File: src/rtl/pc_fetch_unit_if.sv
// SRAM-like instruction-fetch port between the fetch stage and the AXI bridge.
// The fetch stage is the master: it drives the request and address, the bridge answers.
interface pc_fetch_unit_if;
  logic        inst_req;
  logic [31:0] inst_addr;
  logic        inst_addr_ok;
  logic        inst_data_ok;
  logic [31:0] inst_rdata;

  modport master (
    output inst_req,
    output inst_addr,
    input  inst_addr_ok,
    input  inst_data_ok,
    input  inst_rdata
  );

  modport slave (
    input  inst_req,
    input  inst_addr,
    output inst_addr_ok,
    output inst_data_ok,
    output inst_rdata
  );
endinterface

File: src/rtl/pc_fetch_unit.sv
// Fetch-stage PC sequencer: one outstanding fetch at a time, with branch redirects
// applied only after the delay-slot instruction has been consumed by decode.
module pc_fetch_unit #(
  parameter logic [31:0] RESET_PC = 32'hBFC0_0000
) (
  input  logic                   clk,
  input  logic                   rst,
  pc_fetch_unit_if.master        inst_if,
  input  logic                   PCSrcD,
  input  logic [31:0]            PCBranchD,
  input  logic                   StallF,
  output logic [31:0]            PCF,
  output logic [31:0]            InstrF,
  output logic                   InstrValidF,
  output logic                   AdELF,
  output logic                   FetchBusyF
);

  typedef enum logic [1:0] {
    S_REQ  = 2'd0,
    S_WAIT = 2'd1,
    S_HOLD = 2'd2
  } state_e;

  state_e      state_q, state_d;
  logic [31:0] pcf_q, pcf_d;
  logic [31:0] instr_q, instr_d;
  logic        adel_q, adel_d;
  logic        redir_valid_q, redir_valid_d;
  logic [31:0] redir_pc_q, redir_pc_d;
  logic [31:0] next_pc_s;
  logic        consume_s;
  logic        req_s;

  // Next sequential PC: a live branch decision beats a latched one, which beats PC+4.
  always_comb begin
    consume_s = (state_q == S_HOLD) && !StallF;
    if (PCSrcD) begin
      next_pc_s = PCBranchD;
    end else if (redir_valid_q) begin
      next_pc_s = redir_pc_q;
    end else begin
      next_pc_s = pcf_q + 32'd4;
    end
  end

  // Fetch sequencing and redirect latching.
  always_comb begin
    state_d       = state_q;
    pcf_d         = pcf_q;
    instr_d       = instr_q;
    adel_d        = adel_q;
    redir_valid_d = redir_valid_q;
    redir_pc_d    = redir_pc_q;
    req_s         = 1'b0;

    case (state_q)
      S_REQ: begin
        if (pcf_q[1:0] != 2'b00) begin
          instr_d = 32'd0;
          adel_d  = 1'b1;
          state_d = S_HOLD;
        end else begin
          req_s = 1'b1;
          if (inst_if.inst_addr_ok) begin
            state_d = S_WAIT;
          end else begin
            state_d = S_REQ;
          end
        end
      end
      S_WAIT: begin
        if (inst_if.inst_data_ok) begin
          instr_d = inst_if.inst_rdata;
          adel_d  = 1'b0;
          state_d = S_HOLD;
        end else begin
          state_d = S_WAIT;
        end
      end
      S_HOLD: begin
        if (!StallF) begin
          pcf_d   = next_pc_s;
          state_d = S_REQ;
        end else begin
          state_d = S_HOLD;
        end
      end
      default: begin
        state_d = S_REQ;
      end
    endcase

    // Consuming the delay slot retires any pending redirect, so it wins over latching.
    if (consume_s) begin
      redir_valid_d = 1'b0;
    end else if (PCSrcD) begin
      redir_valid_d = 1'b1;
      redir_pc_d    = PCBranchD;
    end else begin
      redir_valid_d = redir_valid_q;
    end
  end

  // State registers with synchronous reset.
  always_ff @(posedge clk) begin
    if (rst) begin
      state_q       <= S_REQ;
      pcf_q         <= RESET_PC;
      instr_q       <= 32'd0;
      adel_q        <= 1'b0;
      redir_valid_q <= 1'b0;
      redir_pc_q    <= 32'd0;
    end else begin
      state_q       <= state_d;
      pcf_q         <= pcf_d;
      instr_q       <= instr_d;
      adel_q        <= adel_d;
      redir_valid_q <= redir_valid_d;
      redir_pc_q    <= redir_pc_d;
    end
  end

  assign inst_if.inst_req  = req_s;
  assign inst_if.inst_addr = pcf_q;
  assign PCF               = pcf_q;
  assign InstrF            = instr_q;
  assign AdELF             = adel_q;
  assign InstrValidF       = (state_q == S_HOLD);
  assign FetchBusyF        = (state_q != S_HOLD);

endmodule

File: src/flat_wrapper.sv
// flat-port wrapper written by rule: the top's interface ports become plain ports
module pc_fetch_unit_flat 
#(
  parameter logic [31:0] RESET_PC = 32'hBFC0_0000
)
  (clk, rst, PCSrcD, PCBranchD, StallF, PCF, InstrF, InstrValidF, AdELF, FetchBusyF, inst_if_inst_req, inst_if_inst_addr, inst_if_inst_addr_ok, inst_if_inst_data_ok, inst_if_inst_rdata);
  pc_fetch_unit_if inst_if_i ();
  input  logic clk;
  input  logic rst;
  input  logic PCSrcD;
  input  logic [31:0] PCBranchD;
  input  logic StallF;
  output logic [31:0] PCF;
  output logic [31:0] InstrF;
  output logic InstrValidF;
  output logic AdELF;
  output logic FetchBusyF;
  output wire logic [$bits(inst_if_i.inst_req)-1:0] inst_if_inst_req;
  output wire logic [$bits(inst_if_i.inst_addr)-1:0] inst_if_inst_addr;
  input wire logic [$bits(inst_if_i.inst_addr_ok)-1:0] inst_if_inst_addr_ok;
  input wire logic [$bits(inst_if_i.inst_data_ok)-1:0] inst_if_inst_data_ok;
  input wire logic [$bits(inst_if_i.inst_rdata)-1:0] inst_if_inst_rdata;
  assign inst_if_inst_req = inst_if_i.inst_req;
  assign inst_if_inst_addr = inst_if_i.inst_addr;
  assign inst_if_i.inst_addr_ok = inst_if_inst_addr_ok;
  assign inst_if_i.inst_data_ok = inst_if_inst_data_ok;
  assign inst_if_i.inst_rdata = inst_if_inst_rdata;
  pc_fetch_unit #(.RESET_PC(RESET_PC)) u_core (.clk(clk), .rst(rst), .inst_if(inst_if_i), .PCSrcD(PCSrcD), .PCBranchD(PCBranchD), .StallF(StallF), .PCF(PCF), .InstrF(InstrF), .InstrValidF(InstrValidF), .AdELF(AdELF), .FetchBusyF(FetchBusyF));
endmodule
File: config.mk
export PLATFORM = sky130hd
export DESIGN_NAME = pc_fetch_unit_flat
export DESIGN_NICKNAME = d
export VERILOG_FILES = /design/src/rtl/pc_fetch_unit_if.sv /design/src/rtl/pc_fetch_unit.sv /design/src/flat_wrapper.sv
export SDC_FILE = /design/constraint.sdc
export NUM_CORES = 1
export LEC_CHECK = 0
export ABC_AREA = 1
export BUFFER_PORTS_ARGS = -buffer_cell sky130_fd_sc_hd__buf_2
export CAP_MARGIN = 20
export CORE_MARGIN = 5
export CORE_UTILIZATION = 51
export CTS_BUF_LIST = sky130_fd_sc_hd__clkbuf_4 sky130_fd_sc_hd__clkbuf_8 sky130_fd_sc_hd__clkbuf_16
export DETAILED_ROUTE_END_ITERATION = 10
export GPL_TIMING_DRIVEN = 0
export PLACE_DENSITY = 0.88
export SLEW_MARGIN = 20
export SYNTH_ARGS = -nofsm -noshare
export SYNTH_HDL_FRONTEND = slang
export SYNTH_SLANG_ARGS = --single-unit
File: constraint.sdc
create_clock -name clk -period 1.78 [get_ports clk]
set_input_delay 0.089 -clock clk [delete_from_list [all_inputs] [get_ports clk]]
set_output_delay 0.089 -clock clk [all_outputs]
set_load 0.005 [all_outputs]
Yosys cells after proc, flatten, opt, wreduce, memory -nomap -nowiden
Cells that the tools add are included.
- bits in registers: 100
- output and inout bits: 100
- input port bits: 70
- word-level logic and storage cells: 38
- $add $sub $neg: 1
- multiplexer cells: 15
- bitwise logic cells: 2
- eq/ne operators: 5
- reduce and logical (&&, ||, !) cells: 9
- operator list (cell ; count):
    $mux W32 ; 4
    $pmux W32 S2 ; 1
    $add A32 B3 Y32 const B ; 1
    $mux W2 ; 3
    $pmux W2 S3 ; 1
    $mux W1 ; 5
    $ne A2 B2 Y1 const B ; 2
    $reduce_and A2 Y1 ; 2
    $reduce_bool A2 Y1 ; 2
    $reduce_and A3 Y1 ; 1
    $eq A2 B1 Y1 const B ; 1
    $eq A2 B2 Y1 const B ; 1
    $logic_not A2 Y1 ; 1
    $ne A2 B1 Y1 const B ; 1
    $not A1 Y1 ; 2
    $pmux W1 S2 ; 1
    $reduce_or A2 Y1 ; 1
    $logic_and A1 B1 Y1 ; 1
    $logic_not A1 Y1 ; 1

Logic depth before layout (Yosys ltp)
- depth in word-level cells: 4
- mapped depth: 10
- mapped depth without buffers: 10

Worst setup path after synthesis
No wires, ideal clock.
- kind: reg-to-reg
- from: register u_core.pcf_q[3] (netlist: u_core.PCF[3])
- to: register u_core.pcf_q[18] (netlist: u_core.PCF[18])
- data required time: 1710 ps
- path buffers: 0
- clock period less this slack: 1463 ps
- stages on the path, launching flop included: 9
- data arrival time: 1394 ps
- setup slack: 317 ps
- library setup time: 70 ps
- cell sequence: dfxtp_1 > ha_1 > nand2_2 > nor2_4 > nand2_4 > nor2_2 > xor2_1 > nand2_1 > a21oi_1
- longest elaborated chain between the ends: 3
- ends and longest elaborated chain (what ; line ; source):
    start, declared ; pc_fetch_unit.sv:26 ; logic [31:0] pcf_q, pcf_d;
    start signal, assigned ; pc_fetch_unit.sv:116 ; pcf_q <= pcf_d;
    $add A32 B3 Y32 ; pc_fetch_unit.sv:43 ; next_pc_s = pcf_q + 32'd4;
    $mux W32 ; pc_fetch_unit.sv:40 ; end else if (redir_valid_q) begin
    $mux W32 ; pc_fetch_unit.sv:38 ; if (PCSrcD) begin
Every way passes these cells.
A chain may end at the register's enable or synchronous reset.

Worst setup path after layout
- from: register u_core.state_q[1]
- to: register u_core.pcf_q[27] (netlist: u_core.PCF[27])
- longest elaborated chain between the ends: 2
- ends and longest elaborated chain (what ; line ; source):
    start, declared ; pc_fetch_unit.sv:25 ; state_e state_q, state_d;
    start signal, assigned ; pc_fetch_unit.sv:115 ; state_q <= state_d;
    $eq A2 B2 Y1 ; pc_fetch_unit.sv:57 ; case (state_q)
    $reduce_and A2 Y1 (no source line) ; - ;
Every way passes these cells.

==> impl_metrics.json <==
{
  "syn_to_final_growth_pct": 31.1,
  "ir_drop_v": 0.000642,
  "startpoint": "u_core.state_q[1]$_SDFF_PP0_",
  "worstRegToRegCells": 7,
  "syn_inst": 740,
  "multiInputGateArea_sq_mm": 0.00255,
  "nets": 1029,
  "finalSetupViolCount": 0,
  "start_util_pct": 52.4,
  "die_area_sq_mm": 0.0122,
  "failed_checks": "hold timing",
  "top_level_ports": 170,
  "htree_num_levels": 3,
  "final_cells": 1096,
  "yosysUniqueCellTypes": 35,
  "final_max_slew_viol_count": 0,
  "max_stage_delay_ns": 0.41,
  "r2r_setup_slack_ns": 0.07,
  "yosys_warnings": 0,
  "cap_violations": 0,
  "drive_above_1_share_pct": 28.0,
  "cts_buffers": 9,
  "dp_hpwl_um": 11900,
  "final_util_pct": 68.7,
  "dpl.cell_count": 1041,
  "pre_cts_slack_ns": 0.118,
  "cts.sinks": 100,
  "drt-pass1-iter-count": 6,
  "drt_iter0_markers": 554,
  "tightest_slew_ns": 0.556,
  "slowest_stage": "a211oi_1",
  "numPortBuffers": 168,
  "first_global_vias": 5675,
  "viasPerCell": 5.44,
  "synthesis.area_sq_mm": 0.00512,
  "pwr_density_cell_mw_per_mm2": 722,
  "leakagePower_nw": 3.32,
  "place_area_sq_mm": 0.00613,
  "worstPathCellList": "inv_2 > nor2_4 > nand2_2 > inv_2 > nand2_1 > a211oi_1 > a21oi_1",
  "clk_pin_slew_worst_paths_ns": 0.10,
  "antenna_found_initial": 1,
  "path_max_fanout": 9,
  "seq_area_frac_synth_pct": 39.1,
  "reg2reg_to": "u_core.PCF[27]$_SDFFE_PP1P_",
  "insertedDiodeCount": 0,
  "rsz0062_at_grt": "false",
  "crit_path_end_kind": "flop",
  "min_period_ns": 1.71,
  "finalWorstSetupSlack_ns": 0.0730,
  "regArea_sq_mm": 0.00200,
  "cts_buffer_depth": 2,
  "tns_ns": 0,
  "min_path_type": "in2reg",
  "max_freq_mhz": 586,
  "coreArea_sq_mm": 0.00977,
  "status": "complete, but fails checks",
  "required_ns": 2.02,
  "finalCritPeriodShare_pct": 95.9,
  "wl_per_cell_um": 16.0,
  "cts_setup_buffers": 0,
  "root_buffer": "clkbuf_8",
  "gp_congestion": 0.899,
  "syn_area_per_cell_sq_um": 6.93,
  "critical_path_class": "reg2reg",
  "fin_area_sq_mm": 0.00672,
  "hold_violations": 1,
  "skew_ns": 0.0134,
  "rr_startpoint": "u_core.state_q[1]$_SDFF_PP0_",
  "start_kind": "flop",
  "wl_um": 17500,
  "synth-seq-cells": 100,
  "die_w_um": 110,
  "vias": 5957,
  "grt_util_all_layers_pct": 28.7,
  "cts_tree": "done",
  "overflow": 0,
  "max-slew-margin-rel_pct": 62.9,
  "grt_pass1_wl_um": 27600,
  "crit_top_cell": "inv_2",
  "fp.dieH_um": 110,
  "syn_nets": 811,
  "rows": 36,
  "antenna_left": 0,
  "grt_max_degree": 19,
  "p_total_mw": 4.85,
  "drc_errors": 0,
  "crit_arrival_ns": 1.95,
  "crit_end": "u_core.PCF[27]$_SDFFE_PP1P_",
  "hold_ws_ns": -0.0108,
  "insertion_delay_ns": 0.36,
  "nFillCells": 845
}
[report_power, final]
part	internal [mW]	switching, mW
clock	0.535	0.875
sequential	2.40	0.117
combinational	0.394	0.527
total	3.33	1.52
[sequential cells by signal, summed over array words and instances, names as in the netlist]
name / count
u_core.redir_valid_q: 1
u_core.PCF: 32
u_core.AdELF: 1
u_core.state_q: 2
u_core.redir_pc_q: 32
u_core.InstrF: 32
[synthesized netlist by cell type]
master | count | area, sq um
a211oi_1 | 8 | 60.1
a21oi_1 | 73 | 365
a21oi_2 | 1 | 8.76
a221oi_1 | 12 | 105
a22o_1 | 1 | 8.76
a22oi_1 | 3 | 22.5
a31oi_1 | 5 | 31.3
a41oi_1 | 1 | 8.76
buf_1 | 4 | 15.0
buf_2 | 14 | 70.1
buf_4 | 32 | 240
clkbuf_1 | 18 | 67.6
clkinv_1 | 2 | 7.51
dfxtp_1 | 100 | 2000
ha_1 | 1 | 12.5
inv_1 | 42 | 158
inv_2 | 6 | 22.5
nand2_1 | 132 | 495
nand2_2 | 6 | 37.5
nand2_4 | 3 | 33.8
nand3_1 | 19 | 95.1
nand3b_1 | 2 | 15.0
nor2_1 | 136 | 510
nor2_2 | 6 | 37.5
nor2_4 | 7 | 78.8
nor2_8 | 2 | 40.0
o211ai_1 | 1 | 7.51
o21ai_0 | 88 | 440
o21bai_1 | 1 | 7.51
o221ai_1 | 1 | 8.76
o22ai_1 | 1 | 6.26
or2_2 | 3 | 18.8
xnor2_1 | 1 | 8.76
xor2_1 | 7 | 61.3
xor2_2 | 1 | 16.3
[cell type report]
class | instances | share of cell area (%)
clock inverter | 7 | 0.875
clock buffer | 9 | 1.84
buffer | 68 | 5.87
sequential | 100 | 29.8
tap | 133 | 2.48
inverter | 50 | 2.79
multi-input combinational | 522 | 38.0
timing repair buffer | 207 | 18.3
[cells in the final DEF (no fill, tap or decap), types with 7 or more instances in the layout]
master         instances
a21oi_1               73
nand2_1              132
clkbuf_8               9
buf_4                 32
o21ai_0               88
dlygate4sd3_1         39
dfxtp_1               98
nor2_4                 7
nor2_1               136
inv_1                 42
clkbuf_1              17
xor2_1                 7
a221oi_1              11
a211oi_1               8
nand3_1               19
buf_2                182
[kinds of logic (layout without fill, tap and decap cells)]
family,after synthesis,count (layout),synth area share [%]
simple gates,316,316,26.6
flops,100,100,39.1
fa+ha+maj,1,1,0.244
compound gates,196,196,21.1
buf+inv,118,341,11.3
xor+xnor,9,9,1.68
[worst max-delay path: cells and delay by family, from the launching register on]
family | cells | cell delay [ns]
AND/OR/NAND/NOR | 3 | 0.46
AO/OA/AOI/OAI | 2 | 0.54
buffers and inverters | 2 | 0.23
flip-flops | 1 | 0.36
[worst min-delay path by stage]
stage                                 from                                 to  slack (ns)  cells after the start
CTS                           PCBranchD[5]  u_core.redir_pc_q[5]$_SDFFE_PP0P_       0.002                      3
global route                  PCBranchD[2]         u_core.PCF[2]$_SDFFE_PP0P_       0.009                      3
global placement                       rst       u_core.state_q[0]$_SDFF_PP0_        0.30                      2
floorplan                              rst          u_core.AdELF$_SDFFE_PP0P_        0.16                      1
detailed placement                     rst       u_core.state_q[1]$_SDFF_PP0_        0.30                      2
finish              inst_if_inst_rdata[15]     u_core.InstrF[15]$_SDFFE_PP0P_       -0.01                      3
[layer usage]
layer	wire length, um	vias up	part of all wire, %	global-route usage (%)
li1	-	2832	-	-
met1	7060	2690	40	36.7
met2	8060	367	46	47.1
met3	1740	66	9.9	5.94
met4	654	2	3.7	11.6
met5	7	-	0.040	0
[what timing repair did]
item                                    4_1_cts  5_1_grt
endpoints found under the hold margin        38        1
endpoints found under the setup margin        0       20
hold buffers                                 38        1
gates resized for setup                       0        6
No activity file was read; power rests on OpenSTA's default activity.
